`src/rtl/alib_pkg.sv`:
```
// Shared definitions for the alib stream blocks: buffer depth and the
// width helper used to size counters and occupancy fields.
package alib_pkg;

    localparam int SKID_DEPTH = 2;

    // Bits needed to hold any value in 0..max_val inclusive (never less than 1).
    function automatic int cnt_width(input int max_val);
        return (max_val < 1) ? 1 : $clog2(max_val + 1);
    endfunction

    localparam int OCC_W = cnt_width(SKID_DEPTH);

endpackage

```
`src/rtl/alib_fifo_stream_reader_if.sv`:
```
// FIFO read port plus framed valid/ready stream seen by alib_fifo_stream_reader.
// master = the reader engine, slave = the FIFO / downstream side.
interface alib_fifo_stream_reader_if
    import alib_pkg::*;
#(
    parameter int WIDTH     = 8,
    parameter int BURST_LEN = 16,
    parameter int CNT_W     = cnt_width(BURST_LEN)
);
    logic             en;
    logic [WIDTH-1:0] fifo_data_out;
    logic             fifo_empty;
    logic             fifo_rd_en;
    logic [WIDTH-1:0] m_data;
    logic             m_valid;
    logic             m_ready;
    logic             m_last;
    logic [CNT_W-1:0] beat_cnt;
    logic             burst_done;

    modport master (
        input  en, fifo_data_out, fifo_empty, m_ready,
        output fifo_rd_en, m_data, m_valid, m_last, beat_cnt, burst_done
    );

    modport slave (
        output en, fifo_data_out, fifo_empty, m_ready,
        input  fifo_rd_en, m_data, m_valid, m_last, beat_cnt, burst_done
    );

endinterface

```
`src/rtl/alib_skid_buffer.sv`:
```
// Two-entry in-order buffer with push/pop and occupancy; the head entry is
// always presented on dout so it can back a valid/ready stream directly.
module alib_skid_buffer
    import alib_pkg::*;
#(
    parameter int WIDTH = 8
) (
    input  logic             clk,
    input  logic             rst,
    input  logic             push,
    input  logic [WIDTH-1:0] din,
    input  logic             pop,
    output logic [WIDTH-1:0] dout,
    output logic [OCC_W-1:0] occ,
    output logic             valid
);

    logic [WIDTH-1:0] head_q;
    logic [WIDTH-1:0] tail_q;
    logic [OCC_W-1:0] occ_q;
    logic             pop_ok;

    assign pop_ok = pop & (occ_q != '0);
    assign dout   = head_q;
    assign occ    = occ_q;
    assign valid  = (occ_q != '0);

    // A push into a full buffer with no pop is dropped; the owner's issue
    // logic is expected to make that impossible.
    always_ff @(posedge clk) begin
        if (rst) begin
            head_q <= '0;
            tail_q <= '0;
            occ_q  <= '0;
        end else begin
            case ({push, pop_ok})
                2'b10: begin
                    if (occ_q == OCC_W'(0)) begin
                        head_q <= din;
                        occ_q  <= OCC_W'(1);
                    end else if (occ_q == OCC_W'(1)) begin
                        tail_q <= din;
                        occ_q  <= OCC_W'(2);
                    end
                end
                2'b01: begin
                    head_q <= tail_q;
                    occ_q  <= occ_q - OCC_W'(1);
                end
                2'b11: begin
                    if (occ_q == OCC_W'(1)) begin
                        head_q <= din;
                    end else begin
                        head_q <= tail_q;
                        tail_q <= din;
                    end
                end
                default: ;
            endcase
        end
    end

endmodule

```
`src/rtl/alib_fifo_stream_reader.sv`:
```
// Consumer engine for alib_circular_fifo: issues reads, hides the 1-cycle read
// latency behind a 2-entry skid buffer and frames the stream into bursts.
module alib_fifo_stream_reader
    import alib_pkg::*;
#(
    parameter int WIDTH     = 8,
    parameter int BURST_LEN = 16,
    parameter int CNT_W     = cnt_width(BURST_LEN)
) (
    input  logic                          clk,
    input  logic                          rst,
    alib_fifo_stream_reader_if.master     bus
);

    localparam logic [CNT_W-1:0] LAST_BEAT = CNT_W'(BURST_LEN - 1);

    logic             inflight;
    logic             pop;
    logic             buf_valid;
    logic             last_beat;
    logic [OCC_W-1:0] occ;
    logic [OCC_W:0]   pending;
    logic [WIDTH-1:0] buf_data;
    logic [CNT_W-1:0] beat_q;
    logic             done_q;

    assign pop       = buf_valid & bus.m_ready;
    assign last_beat = buf_valid & (beat_q == LAST_BEAT);

    // Words already committed to the buffer after this edge; a pop guarantees
    // occ >= 1, so the subtraction never wraps.
    assign pending = {1'b0, occ} + (OCC_W+1)'(inflight) - (OCC_W+1)'(pop);

    assign bus.fifo_rd_en = bus.en & ~bus.fifo_empty & ~rst
                          & (pending < (OCC_W+1)'(SKID_DEPTH));

    alib_skid_buffer #(.WIDTH(WIDTH)) u_skid (
        .clk   (clk),
        .rst   (rst),
        .push  (inflight),
        .din   (bus.fifo_data_out),
        .pop   (pop),
        .dout  (buf_data),
        .occ   (occ),
        .valid (buf_valid)
    );

    assign bus.m_data     = buf_data;
    assign bus.m_valid    = buf_valid;
    assign bus.m_last     = last_beat;
    assign bus.beat_cnt   = beat_q;
    assign bus.burst_done = done_q;

    // The beat counter survives en drops so a paused burst resumes in place.
    always_ff @(posedge clk) begin
        if (rst) begin
            inflight <= 1'b0;
            beat_q   <= '0;
            done_q   <= 1'b0;
        end else begin
            inflight <= bus.fifo_rd_en;
            done_q   <= pop & last_beat;
            if (pop) begin
                beat_q <= last_beat ? '0 : beat_q + CNT_W'(1);
            end
        end
    end

endmodule

```
`src/flat_wrapper.sv`:
```
// flat-port wrapper written by rule: the top's interface ports become plain ports
module alib_fifo_stream_reader_flat import alib_pkg::*;
#(
    parameter int WIDTH     = 8,
    parameter int BURST_LEN = 16,
    parameter int CNT_W     = cnt_width(BURST_LEN)
)
  (clk, rst, bus_en, bus_fifo_data_out, bus_fifo_empty, bus_m_ready, bus_fifo_rd_en, bus_m_data, bus_m_valid, bus_m_last, bus_beat_cnt, bus_burst_done);
  alib_fifo_stream_reader_if #(.WIDTH(WIDTH), .BURST_LEN(BURST_LEN), .CNT_W(CNT_W)) bus_i ();
  input  logic clk;
  input  logic rst;
  input wire logic [$bits(bus_i.en)-1:0] bus_en;
  input wire logic [$bits(bus_i.fifo_data_out)-1:0] bus_fifo_data_out;
  input wire logic [$bits(bus_i.fifo_empty)-1:0] bus_fifo_empty;
  input wire logic [$bits(bus_i.m_ready)-1:0] bus_m_ready;
  output wire logic [$bits(bus_i.fifo_rd_en)-1:0] bus_fifo_rd_en;
  output wire logic [$bits(bus_i.m_data)-1:0] bus_m_data;
  output wire logic [$bits(bus_i.m_valid)-1:0] bus_m_valid;
  output wire logic [$bits(bus_i.m_last)-1:0] bus_m_last;
  output wire logic [$bits(bus_i.beat_cnt)-1:0] bus_beat_cnt;
  output wire logic [$bits(bus_i.burst_done)-1:0] bus_burst_done;
  assign bus_i.en = bus_en;
  assign bus_i.fifo_data_out = bus_fifo_data_out;
  assign bus_i.fifo_empty = bus_fifo_empty;
  assign bus_i.m_ready = bus_m_ready;
  assign bus_fifo_rd_en = bus_i.fifo_rd_en;
  assign bus_m_data = bus_i.m_data;
  assign bus_m_valid = bus_i.m_valid;
  assign bus_m_last = bus_i.m_last;
  assign bus_beat_cnt = bus_i.beat_cnt;
  assign bus_burst_done = bus_i.burst_done;
  alib_fifo_stream_reader #(.WIDTH(WIDTH), .BURST_LEN(BURST_LEN), .CNT_W(CNT_W)) u_core (.clk(clk), .rst(rst), .bus(bus_i));
endmodule
```
`config.mk`:
```
export PLATFORM = sky130hd
export DESIGN_NAME = alib_fifo_stream_reader_flat
export DESIGN_NICKNAME = d
export VERILOG_FILES = /design/src/rtl/alib_pkg.sv /design/src/rtl/alib_fifo_stream_reader_if.sv /design/src/rtl/alib_skid_buffer.sv /design/src/rtl/alib_fifo_stream_reader.sv /design/src/flat_wrapper.sv
export SDC_FILE = /design/constraint.sdc
export NUM_CORES = 1
export LEC_CHECK = 0
export ABC_AREA = 0
export CORE_ASPECT_RATIO = 1.4
export CORE_MARGIN = 2
export CORE_UTILIZATION = 25
export DETAILED_ROUTE_END_ITERATION = 8
export GPL_TIMING_DRIVEN = 1
export PLACE_DENSITY = 0.51
export RECOVER_POWER = 100
export SLEW_MARGIN = 20
export SYNTH_ARGS = -nofsm -noshare
export SYNTH_HDL_FRONTEND = slang
export SYNTH_HIERARCHICAL = 1
export SYNTH_SLANG_ARGS = --single-unit
```
`constraint.sdc`:
```
create_clock -name clk -period 2.66 [get_ports clk]
set_input_delay 0.665 -clock clk [delete_from_list [all_inputs] [get_ports clk]]
set_output_delay 0.665 -clock clk [all_outputs]
set_load 0.03 [all_outputs]
```
[Word level (Yosys, flattened, before mapping)]
Cells that the tools add are included.
Operators by class
  bitwise operators: 9
  magnitude comparators: 1
  equal/unequal tests: 9
  $add $sub $neg: 4
  reduce and logical (&&, ||, !) cells: 8
  multiplexer cells: 10
Operators by type and width (count)
  2-to-1 mux 8 bit: 4
  case mux 8 bit (3 select lines): 1
  case mux 8 bit (2 select lines): 1
  bitwise AND 1 bit: 7
  != test 2 bit (second input constant): 3
  nonzero test 2 bit: 3
  adder 5 x 1 -> 5 bit (second input constant): 1
  == test 5 x 4 -> 1 bit (second input constant): 1
  2-to-1 mux 5 bit: 1
  == test 2 x 1 -> 1 bit (second input constant): 2
  == test 2 bit (second input constant): 2
  2-to-1 mux 2 bit: 2
  case mux 2 bit (2 select lines): 1
  AND reduction 2 bit: 2
  adder 2 x 1 -> 3 bit: 1
  < comparator 3 x 2 -> 1 bit (second input constant): 1
  != test 3 bit (second input constant): 1
  AND reduction 3 bit: 1
  nonzero test 3 bit: 1
  subtractor 3 x 1 -> 3 bit: 1
  logical NOT 2 bit: 1
  NOT 1 bit: 2
  subtractor 2 x 1 -> 2 bit (second input constant): 1
Word-level totals
  register bits after elaboration: 25
  logic and storage cells: 47
  output and inout port bits: 17
  input bits: 13

[Logic depth before layout (Yosys ltp)]
Gate-level depths: netlist (run 1).
  depth after elaboration: 6
  gate-level depth with buffers: 11
  mapped depth without buffers: 9

[Cells and area by module]
Netlist (run 1), hierarchy kept.
Modules (own cells, without submodules)
  alib_skid_buffer: times used 1, cells each 101, seq. area each 360.3 um2, area each 882.1 um2
  alib_fifo_stream_reader: times used 1, cells each 36, seq. area each 140.1 um2, area each 334.1 um2

[Worst setup path before layout (run 1)]
No wires, ideal clock.
  kind: reg-to-output
  start point: reg u_core.u_skid.occ_q[1], in the netlist u_core/u_skid/occ[1]
  end point: out bus_fifo_rd_en
  required time: 1995 ps
  buffers on the path: 0
  stages on the path, launching flop included: 10
  arrival: 2974 ps
  setup slack: -979 ps
  path through: dfxtp_1 > inv_1 > ha_1 > inv_1 > nand2_4 > nor2_1 > o21ai_0 > fa_1 > nand2_1 > nor4_1
On the way
  longest elaborated chain between the ends: 5
  elaborated cells on any way between the ends: 6
  those cells by class: add/sub: 2; order compare: 1; bitwise: 2; reduce/logical: 1
RTL lines
  start: declaration: RTL line alib_skid_buffer.sv:20  | logic [OCC_W-1:0] occ_q;
  start signal: assignment: RTL line alib_skid_buffer.sv:48  | occ_q <= occ_q - OCC_W'(1);
  nonzero test 2 bit: RTL line alib_skid_buffer.sv:26  | assign valid = (occ_q != '0);
  via bus_m_valid: RTL line flat_wrapper.sv:18  | output wire logic [$bits(bus_i.m_valid)-1:0] bus_m_valid;
  bitwise AND 1 bit: RTL line alib_fifo_stream_reader.sv:27  | assign pop = buf_valid & bus.m_ready;
  subtractor 3 x 1 -> 3 bit: RTL line alib_fifo_stream_reader.sv:32  | assign pending = {1'b0, occ} + (OCC_W+1)'(inflight) - (OCC_W+1)'(pop);
  < comparator 3 x 2 -> 1 bit: RTL line alib_fifo_stream_reader.sv:35  | & (pending < (OCC_W+1)'(SKID_DEPTH));
  bitwise AND 1 bit: RTL line alib_fifo_stream_reader.sv:35
  end: declaration: RTL line flat_wrapper.sv:16  | output wire logic [$bits(bus_i.fifo_rd_en)-1:0] bus_fifo_rd_en;
The timed path passes the listed nets, and every way through them passes these cells.

[Worst setup path in the final report (run 1)]
  start point: reg u_core.u_skid.occ_q[0], in the netlist u_core/u_skid/occ[0]
  end point: out bus_fifo_rd_en
On the way
  longest elaborated chain between the ends: 5
  elaborated cells on any way between the ends: 6
  those cells by class: add/sub: 2; order compare: 1; bitwise: 2; reduce/logical: 1
RTL lines (RTL line)
  parallel branches: the longest is 2 deep, another holds adder 2 x 1 -> 3 bit
  subtractor 3 x 1 -> 3 bit *: alib_fifo_stream_reader.sv:32
  < comparator 3 x 2 -> 1 bit *: alib_fifo_stream_reader.sv:35
  bitwise AND 1 bit *: alib_fifo_stream_reader.sv:35
Mark *: on every way between the ends.

==> flow_results.org, run 1 <==
** Outcome
- The run finished, with violations left.
- The final reports fail on setup timing.

** Worst setup path
- Element type at the critical path end :: output port
- Largest stage delay on the critical path :: 0.36 ns
- Measured in cells, the most critical reg-to-reg path has a length of 11.
- Largest driver fanout on the critical path :: 3
- The slowest stage of the critical path is the fa_2 cell.
- The cell family contributing the most delay on the critical path is adder cells.
- In this design, the critical path's most frequently occurring cell is buf_4.
- STA classifies the critical path startpoint as a flop.
- STA puts the critical path data required time at 2.00 ns.
- In this run the number of cells on the critical path is 10.
- Together, buffers and inverters on the worst path number 4.
- For the worst setup path, the data arrival time is 2.16 ns.
- Worst Setup Path Type :: flop to output port
- The critical path goes through inv_2 > ha_4 > clkinvlp_4 > nand2_4 > nor2_2 > buf_4 > fa_2 > xor2_2 > nor4_4 > buf_4.

** STA
- For the final database, setup skew stands at 0.00419 ns.
- Number of hold violations in the final report :: 0
- Setup total negative slack :: -0.168 ns
- Worst hold slack :: 0.500 ns
- Setup violations remaining at the end of the flow were counted as 1.
- Headroom to the max-slew limit came out at 58.8%.
- Max-slew violations :: 0
- For the pin with the worst max-slew slack, the measured transition is 0.618 ns.
- RSZ-0062 raised after global routing :: yes
- Worst setup slack after layout :: -0.168 ns
- The final critical path takes up 106% of the cycle.
- After layout, the minimum clock period comes to 2.83 ns.
- Static timing analysis puts the maximum clock frequency at 354 MHz.

** Clock tree
- Number of buffers on the longest clock path :: 2
- In this run, CTS created clock tree buffers numbering 3.
- CTS clk-pin slew, worst paths :: 0.09 ns
- The clock net in this run drives a total of 25 sinks.
- H-tree lvl count :: 1
- Clock tree from TritonCTS :: built
- CTS Root Cell :: clkbuf_8
- Worst-skew pair later-pin latency :: 0.27 ns

** Power and ir drop
- Maximum VDD drop :: 0.210 mV
- Dividing total power by cell area gives a power density of 443 nW/um^2.
- Pleak :: 0.696 nW

** Floorplan
- The initial utilization of the core area, before any placement, comes to 25.5%.
- For this design the top-level I/O count stands at 30.
- Row generation in the floorplan step produced 30 rows.
- The core region is 4770 um^2.
- From bottom edge to top edge, the die measures 86.5 um.
- Total die area :: 5450 um^2
- The die is 62.9 um wide.

** Drt
- Dividing the detail-routed wire length by the instance count gives 12.3 um.
- After the first detailed-routing iteration, the DRC count stood at 13.
- Via-per-instance ratio :: 4.59
- For this block, the via count after detailed routing is 1121.
- Total wire length after detailed routing :: 3000 um
- In this run the remaining antenna-violating nets after routing total 0.
- DR DRC count :: 0
- Initial DRT Pass Iterations :: 4

** Placed design
- Port buffering added 29 buffers.
- Half-perimeter wire length after placement :: 2200 um
- Final RePlAce weighted congestion :: 0.698

** Synth
- Number of standard cells after synthesis :: 137
- Sequential fraction of the synthesis area :: 41.2%
- Number of synthesis warnings :: 6
- The mapped netlist covers 1220 um^2.
- Post-Syn Nets :: 154
- Number of flip-flops and latches in the synthesized netlist :: 25
- The synthesized netlist contains 30 unique library cells.
- Syn avg cell area :: 8.88 um^2

** Layout
- Of the cells placed in the final design, the portion with a size suffix greater than 1 is 21.1%.
- The area growth from synthesis to layout is 43.3%.
- The number of antenna diodes in the final layout is 0.
- In the final design database the tool counted 198 nets.

** Global route
- Number of antenna violations at the first check in global routing :: 0
- First-pass GRT wire length :: 5260 um
- After global routing the overflow that remains totals 0.
- Vias in the first global route :: 1185
- Total Routing Usage GR :: 12.2%
- Largest net degree at the start of global routing :: 23

** Min path
- The worst hold path belongs to the class flop to flop.
- Hold-critical path depth :: 2

** Flow run
- Maximum Capacitance Violations :: 0
==> synthesized netlist by cell type (all sizes together) <==
library cell   n  area share, %
a2111oi        3            2.5
a21oi          3            1.2
a221oi         1           0.72
a311oi         5            6.2
and2           1           0.62
and2b          1           0.62
and3           1           0.51
buf            4            2.6
clkbuf         2           0.62
dfxtp         25             41
fa             1            1.6
ha             3            3.1
inv            5            1.5
mux2i          8            6.6
nand2         16            5.6
nand2b         1            1.1
nand3          9            3.7
nor2          26            8.0
nor2b          1           0.51
nor3b          2            1.2
nor4           3            1.5
o211a          1           0.82
o21a           1           0.62
o21ai          8            3.3
o31ai          1           0.62
or3            1           0.51
xor2           4            2.9
==> cell families after synthesis <==
kind of cell,share of synthesized area [%]
XOR/XNOR,2.88
adder cells (fa/ha/maj),4.73
multiplexers,6.58
AND/OR/NAND/NOR,24.0
buffers and inverters,4.73
flip-flops,41.2
AO/OA/AOI/OAI,15.9
==> worst paths after layout <==
path | start | end | slack [ns]
max | u_core/u_skid/occ[0] | bus_fifo_rd_en | -0.17
min | u_core/u_skid/tail_q[3] | u_core/u_skid/tail_q[3] | 0.50
max reg2reg | u_core/u_skid/occ[1] | u_core/u_skid/dout[7] | 0.32
min reg2reg | u_core/u_skid/tail_q[3] | u_core/u_skid/tail_q[3] | 0.50
==> report_power, final <==
group | leakage [nW] | internal, mW | switching [mW]
registers | 0.204 | 0.385 | 0.00658
clock network | 0.0255 | 0.105 | 0.122
logic | 0.467 | 0.0700 | 0.0841
==> worst min-delay path, cell delays in order, from the launching register on <==
cell	delay [ns]
dfxtp_1	0.34
mux2i_1	0.06
nor2_1	0.07
==> layout make-up <==
type	instances	area (um^2)
fill	518	3020
multi-input combinational	101	696
sequential	25	505
timing repair buffer	45	390
tap	64	80.1
clock buffer	3	41.3
inverter	5	25.0
clock inverter	1	5.00
==> layout by cell type (no fill, tap or decap), drive strengths merged, types with 2 or more instances in the layout <==
cell and instances:
a21oi 3, nor2 26, a311oi 5, clkdlybuf4s50 12
xor2 4, nor4 3, a2111oi 3, nand2 16
mux2i 8, clkbuf 8, dlygate4sd3 14, ha 3
dfxtp 25, nand3 9, nor3b 2, o21ai 8
buf 13, inv 4
==> routing by layer <==
| layer | vias to the layer above | routed length (um) | track usage, % |
|---|---|---|---|
| li1 | 560 | - | - |
| met1 | 526 | 1260 | 13.1 |
| met2 | 31 | 1520 | 22.8 |
| met3 | 4 | 175 | 3.25 |
| met4 | 0 | 34 | 4.24 |
| met5 | - | 0 | 0 |
==> flip-flops by register name, summed over array words and instances (netlist names) <==
register	flops
u_core/u_skid/tail_q	8
u_core/u_skid/dout	8
u_core/bus.beat_cnt	5
u_core/inflight	1
u_core/bus.burst_done	1
u_core/u_skid/occ	2
==> what timing repair did <==
item	4_1_cts	5_1_grt
pin swaps	5	0
hold buffers	0	0
endpoints found under the setup margin	1	1
gates cloned	0	0
setup buffers	4	0
gates resized for setup	5	1
==> metrics by stage <==
stage                     instance area, um^2  total power [mW]  utilization [%]  instances  setup WS [ns]
final                                    1740             0.773             36.6        244         -0.168
after global routing                     1740             0.817             36.6        244         -0.287
after CTS                                1780             0.795             37.4        244         -0.201
after detailed placement                 1700             0.557             35.6        236         -0.564
after global placement                   1700             0.555             35.6        236         -0.486
after floorplan                          1260             0.490                -        137         -0.278
Note: power is estimated with default switching activity, not from simulation.
==> run 2: changes to the inputs <==
clock period = 2.3 ns   (was 2.66 ns; I/O delays follow)
==> run 2 against run 1 <==
The flow still finishes with violations (setup timing). Power rose by 18%. First-iteration DRC count rose by 110%. Clock skew fell by 0.0019 ns. Routed wire length fell by 0.60%. Combinational power rose by 28%. Sequential cell count did not move. Design area rose by 5.6%. Non-clock buffer count rose by 9. Sequential share of layout area fell by 1.5 points. Critical path depth did not move. Via count rose by 2.7%. Largest cell class unchanged.
==> flow_results.org, run 2 (synthesis gave the netlist of run 1 again) <==
** STA
- Setup repair after global routing could not meet its margin everywhere.
- Across all setup checks in the final design, the least slack found is -0.415 ns.
- The routed design could run at a clock period as short as 2.72 ns.
- Max-slew violations :: 0
- For the pin with the worst max-slew slack, the measured transition is 0.514 ns.
- Setup total negative slack :: -0.415 ns
- Worst-case clock skew :: 0.00225 ns
- The final critical path takes up 118% of the cycle.
- The total count of hold-check failures in the final report came to 0.
- Hold is met by 0.507 ns.
- Setup violations remaining at the end of the flow were counted as 1.
- Headroom to the max-slew limit came out at 65.8%.
- Static timing analysis puts the maximum clock frequency at 368 MHz.

** Layout
- Utilization of the core after routing :: 38.6%
- Fill cells in the final layout number 512.
- Most common cell after layout, fill and taps aside :: nor2_1
- Antenna Cells :: 0
- Fraction of layout cells with a size suffix above 1 :: 25.9%
- The library cells used most frequently in the layout, excluding fill and tap cells, are nor2_1 (25), dfxtp_1 (23), buf_4 (21).
- Leaving out filler cells and counting taps, the final layout contains 253.
- Net count, final :: 207
- Area Overhead vs Synth :: 51.3%

** Global route
- The first global-routing pass estimated 5050 um of wire.
- Total Routing Usage GR :: 11.6%
- For this run the aggregate overflow at the end of global routing stands at 0.
- Number of antenna violations at the first check in global routing :: 0
- Largest net degree at the start of global routing :: 23
- Vias in the first global route :: 1212

** Outcome
- Violations in the final reports :: setup timing
- Outcome :: finished with violations

** Worst setup path
- Data required time of the worst path :: 1.73 ns
- Launch instance of the worst register-to-register path :: u_core/u_skid/occ[0]
- Cell-by-cell listing of the critical path :: inv_2 > ha_4 > clkinvlp_4 > nand2_4 > nor2_2 > buf_4 > fa_2 > xor2_2 > nor4_4 > buf_4
- Largest driver fanout on the critical path :: 3
- The worst setup path is captured at an output port.
- The slowest stage of the critical path is the fa_2 cell.
- The worst setup path is of the flop to output port kind.
- The critical path contains buffers and inverters numbering 4 combined.
- The critical path starts at u_core/u_skid/occ[0].
- The largest single stage delay on the critical path is 0.36 ns.
- Number of cells traversed by the worst register-to-register path :: 11
- Across all register-to-register paths, the minimum setup slack is 0.21 ns.
- The worst setup path is launched from a flop.
- Data on the critical path arrives at its endpoint at 2.14 ns.
- The critical path ends at bus_fifo_rd_en.
- The kind of cell with the highest combined delay along the critical path is adder cells.
- Number of stages on the worst setup path :: 10
- By instance count, the cell type seen most on the critical path is buf_4.
- Reg-to-Reg End :: u_core/u_skid/dout[1]

** Clock tree
- Cts bufs inserted :: 3
- CTS built an H-tree with a depth of 1.
- Number of buffers on the longest clock path :: 2
- CTS saw 25 sinks.
- After clock tree synthesis, the clock-pin slew on the worst setup and hold paths is 0.09 ns.
- Clock latency on the worst-skew pair, taken at its later pin, is 0.27 ns.
- Hold bufs inserted after CTS :: 0
- TritonCTS built the clock tree.
- CTS Root Cell :: clkbuf_8

** Drt
- The first detailed-routing pass ran for 4 iterations.
- The first routing iteration left 27 violations.
- In this run the remaining antenna-violating nets after routing total 0.
- DR DRC count :: 0
- Total wire length after detailed routing :: 2980 um
- After detailed routing, the average wire length per cell comes to 11.8 um.
- Using the TritonRoute via totals, the vias-per-cell ratio works out to 4.55.
- The final route contains 1151 vias.

** Power and ir drop
- Maximum VDD drop :: 0.312 mV
- In this run the static leakage power is 0.745 nW.
- Power spread over the standard cell area amounts to 494 nW/um^2.

** Placed design
- Half-perimeter wire length after placement :: 2310 um
- Number of buffer cells added on primary ports :: 29
- OpenSTA, run right after detailed placement, puts the worst setup slack at -0.706 ns.
- Cells after DPL :: 245
- Routability-driven placement finished with a final weighted congestion of 0.715.

** Floorplan
- The die is 86.5 um tall.
- After floorplanning, the core was sized to cover 4770 um^2.
- Width of the die :: 62.9 um
- Number of I/O pins :: 30
- The initial utilization of the core area, before any placement, comes to 25.5%.
- Placement row count :: 30
- The die covers 5450 um^2.

** Min path
- The min-delay analysis places its worst path in the category flop to flop.

** Flow run
- Across the run, the number of max-cap violations was 0.
-- run 2: changes by cell type in the layout (fill, tap and decap cells not counted) --
cell | before | now
buf_4 | 13 | 21
clkdlybuf4s50_1 | 12 | 13
clkbuf_2 | 1 | 2
clkdlybuf4s15_1 | 0 | 1
buf_2 | 0 | 1
dlygate4sd3_1 | 14 | 12
a2111oi_0 | 2 | 0
buf_12 | 0 | 2
clkbuf_1 | 3 | 1
clkbuf_4 | 1 | 0
a2111oi_1 | 1 | 3
-- run 2: layout make-up --
cell class	instances	area (um^2)	share of cell area [%]
clock buffer	3	41.3	2.24
inverter	5	25.0	1.36
multi-input combinational	101	698	37.9
sequential	25	505	27.5
tap	64	80.1	4.35
clock inverter	1	5.00	0.272
timing repair buffer	54	485	26.4
-- run 2: layer usage --
layer	vias to the layer above	track usage, %	wire length [um]
li1	578	-	-
met2	27	22.5	1590
met3	2	2.47	150
met5	-	0	0
met1	544	12.2	1220
met4	0	3.64	13
-- run 2: worst min path at each step --
stage / from / cells after the start / end / slack [ns]
3_3_place_gp: u_core/u_skid/tail_q[5] / 2 / u_core/u_skid/tail_q[5] / 0.47
3_5_place_dp: u_core/u_skid/tail_q[3] / 2 / u_core/u_skid/tail_q[3] / 0.48
6_report: u_core/u_skid/tail_q[3] / 2 / u_core/u_skid/tail_q[3] / 0.51
5_1_grt: u_core/u_skid/tail_q[5] / 2 / u_core/u_skid/tail_q[5] / 0.54
4_1_cts: u_core/u_skid/tail_q[3] / 2 / u_core/u_skid/tail_q[3] / 0.51
2_1_floorplan: u_core/u_skid/tail_q[0] / 2 / u_core/u_skid/tail_q[0] / 0.46
-- run 2: what timing repair did --
action	in CTS	in global routing
buffers inserted	3	1
resized for setup	5	5
gates cloned	0	0
pin swaps	6	0
setup endpoints to repair	3	2
-- run 2: metrics by stage --
step,power (mW),instance area [um^2]
5_1_grt,0.965,1840
4_1_cts,0.932,1860
2_1_floorplan,0.567,1260
6_report,0.909,1840
3_3_place_gp,0.658,1790
3_5_place_dp,0.661,1790
-- run 2: report_power, final --
part	switching (mW)	leakage [nW]	internal [mW]
registers	0.00707	0.204	0.445
clock network	0.139	0.0255	0.121
logic	0.101	0.516	0.0953
total	0.248	0.745	0.662
-- run 2: tightest hold or removal path, cell delays in order, from the launching register on --
cell     delay [ns]
dfxtp_1        0.34
mux2i_1        0.07
nor2_1         0.07
==> run 3: changes to the inputs <==
CORE_UTILIZATION = 55   (was 25)
DONT_BUFFER_PORTS = 1   (was not set)
PLACE_DENSITY = 0.76   (was 0.51)
==> run 3 against run 2 <==
The run still ends with setup timing left. Fmax shrank 2.5%. Via count down 9.1%. Sequential share of layout area grew 8.2 points. Global-route usage rose by 9.8 points. Routed wire length decreased by 15%. Clock skew grew 0.0011 ns. Cell count shrank 31%. Non-clock buffer count decreased by 36. Largest cell class unchanged. Utilization increased by 28 points. Worst hold slack lost 0.20 ns.
==> flow_results.org, run 3 (synthesis gave the netlist of run 1 again) <==
** STA
- Hold is met by 0.303 ns.
- On the final layout, the worst clock skew is 0.00333 ns.
- For this run, the top clock speed supported by timing is 359 MHz.
- Number of hold violations in the final report :: 0
- In the finished design, the share of the clock period the worst path needs comes to 121%.
- The number of slew-limit violations in the final report came to 0.
- Worst Max-Slew Pin Slew :: 0.639 ns
- Worst rel slew slack :: 57.4%
- The worst path in the final design needs a cycle of 2.78 ns, including I/O delays and setup.
- Setup total negative slack :: -0.751 ns
- Once routing completed, OpenROAD measured the worst setup slack at -0.484 ns.
- Setup violations remaining at the end of the flow were counted as 2.
- Setup repair after global routing could not meet its margin everywhere.

** Outcome
- Outcome :: finished with violations
- Violations in the final reports :: setup timing

** Worst setup path
- The setup path with the least slack is of type flop to output port.
- Largest driver fanout on the critical path :: 3
- The worst setup path is launched from a flop.
- Number of cells traversed by the worst register-to-register path :: 10
- Data required time of the worst path :: 1.73 ns
- Element type at the critical path end :: output port
- WP data arrival :: 2.21 ns

** Clock tree
- The clock reaches the later pin of the worst-skew pair after 0.32 ns.
- The number of clock buffers added by TritonCTS is 3.
- CTS clk-pin slew, worst paths :: 0.14 ns
- Clock tree synthesis selected as its root buffer the cell clkbuf_4.
- TritonCTS built the clock tree.
- Clock tree sinks :: 25
- H-tree lvl count :: 1
- Number of buffers on the longest clock path :: 2
- Hold repair after CTS inserted 0 buffers.

** Flow run
- Max-cap violations in this run came to 0.

** Layout
- Net count, final :: 171
- Excluding fillers, the count of instances in the completed layout stands at 175.
- 0 antenna diodes ended up in the layout.
- Once layout is done, the placed cells without fillers occupy 1420 um^2.
- The library cell used most frequently in the layout, excluding fill and tap cells, is nor2_1.
- Area of combinational cells with multiple inputs :: 706 um^2
- Layout filler cell count :: 182
- In the layout the commonest cells are nor2_1 (25), dfxtp_1 (23), nand2_1 (14).
- Compared with the post-synthesis result, the final layout area differs by 16.5%.
- In the final layout, flip-flops and latches occupy 505 um^2.
- Cells with a size suffix above 1 make up 24.2% of the layout.

** Drt
- DR DRC count :: 0
- Total wire length after detailed routing :: 2530 um
- Routed WL per cell :: 14.5 um
- The routed layout has 1046 vias.
- In the routed layout, each cell is associated on average with a via count of 5.98.
- For this block, the initial DRC count from the detailed router was 26.
- Initial DRT Pass Iterations :: 4
- Remaining antenna violation count after routing :: 0

** Floorplan
- Floorplan die height :: 59.6 um
- Number of I/O pins :: 30
- Total die area :: 2610 um^2
- Placement row count :: 20
- The initial utilization of the core area, before any placement, comes to 57.2%.
- From left edge to right edge, the die measures 43.7 um.
- The core region is 2130 um^2.

** Power and ir drop
- Across the VDD grid, the largest voltage drop is 0.467 mV.
- Pleak :: 0.544 nW
- Total power density per cell area :: 555 nW/um^2

** Global route
- First-pass GRT wire length :: 4250 um
- The number of antenna violations at the first check in global routing came to 0.
- For this run, the total global-route usage over all layers was measured as 21.4%.
- Vias in the first global route :: 983
- After global routing the overflow that remains totals 0.
- Largest net degree at the start of global routing :: 24

** Placed design
- Detailed placement finished with a half-perimeter wire length of 1880 um.
- Number of buffer cells added on primary ports :: 0
- Once placement completed, the tool counted placed cells totaling 166.
- Routability-driven placement finished with a final weighted congestion of 0.731.
- Area after DPL :: 1350 um^2

** Min path
- Class of the tightest hold or removal check :: primary input to flop
- Counting instances, the worst hold path has a depth of 1.
[run 3: changes by cell type in the layout (fill, tap and decap cells not counted), moves of 2 or more]
cell	change
clkbuf_1	+3
buf_4	-8
clkbuf_8	-3
buf_12	-2
clkbuf_4	+3
clkdlybuf4s50_1	-13
clkbuf_2	-2
dlygate4sd3_1	-12
[run 3: critical path: stages (launching register included)]
cell        delay (ns)
dfxtp_2           0.35
inv_2             0.07
ha_4              0.15
clkinvlp_4        0.09
nand2_4           0.08
and2_4            0.14
o21ai_2           0.05
fa_1              0.50
nand2_2           0.08
nor4_4            0.20
buf_4             0.19
[run 3: worst paths after layout]
check / from / endpoint / slack, ns
hold reg to reg: u_core/u_skid/tail_q[6] / u_core/u_skid/tail_q[6] / 0.51
setup / recovery: u_core/u_skid/occ[0] / bus_fifo_rd_en / -0.48
setup reg to reg: u_core/u_skid/occ[1] / u_core/u_skid/dout[3] / 0.09
hold / removal: rst / u_core/u_skid/dout[0] / 0.30
[run 3: report_power, final]
part / total (mW) / switching (mW) / leakage [nW] / internal (mW)
clock: 0.199 / 0.132 / 0.0183 / 0.0677
sequential: 0.474 / 0.0283 / 0.204 / 0.446
combinational: 0.112 / 0.0627 / 0.322 / 0.0494
total: 0.786 / 0.223 / 0.544 / 0.563
[run 3: through the flow]
| step | power [mW] | setup WS (ns) | util (%) |
|---|---|---|---|
| after global routing | 0.825 | -0.591 | 66.6 |
| after global placement | 0.583 | -0.171 | 63.5 |
| after CTS | 0.798 | -0.494 | 67.1 |
| after detailed placement | 0.587 | -0.220 | 63.5 |
| final | 0.786 | -0.484 | 66.6 |
| after floorplan | 0.567 | -0.548 | - |
[run 3: layout make-up]
cell class	instances	area share, %
clock inverter	1	0.442
clock buffer	3	1.59
timing repair buffer	18	8.75
multi-input combinational	101	49.8
inverter	5	1.77
sequential	25	35.7
tap	22	1.94
[run 3: per-layer routing]
layer  routed length, um  GRT usage (%)
met4                  66           10.8
met2                1270           37.6
met1                1010           23.3
met5                   0              0
met3                 173           5.18
[run 3: timing repair]
| item | in CTS | in global routing |
|---|---|---|
| cloned | 0 | 0 |
| pin swaps | 5 | 0 |
| resized for setup | 2 | 2 |
| buffers inserted | 5 | 0 |
| endpoints found under the setup margin | 1 | 4 |
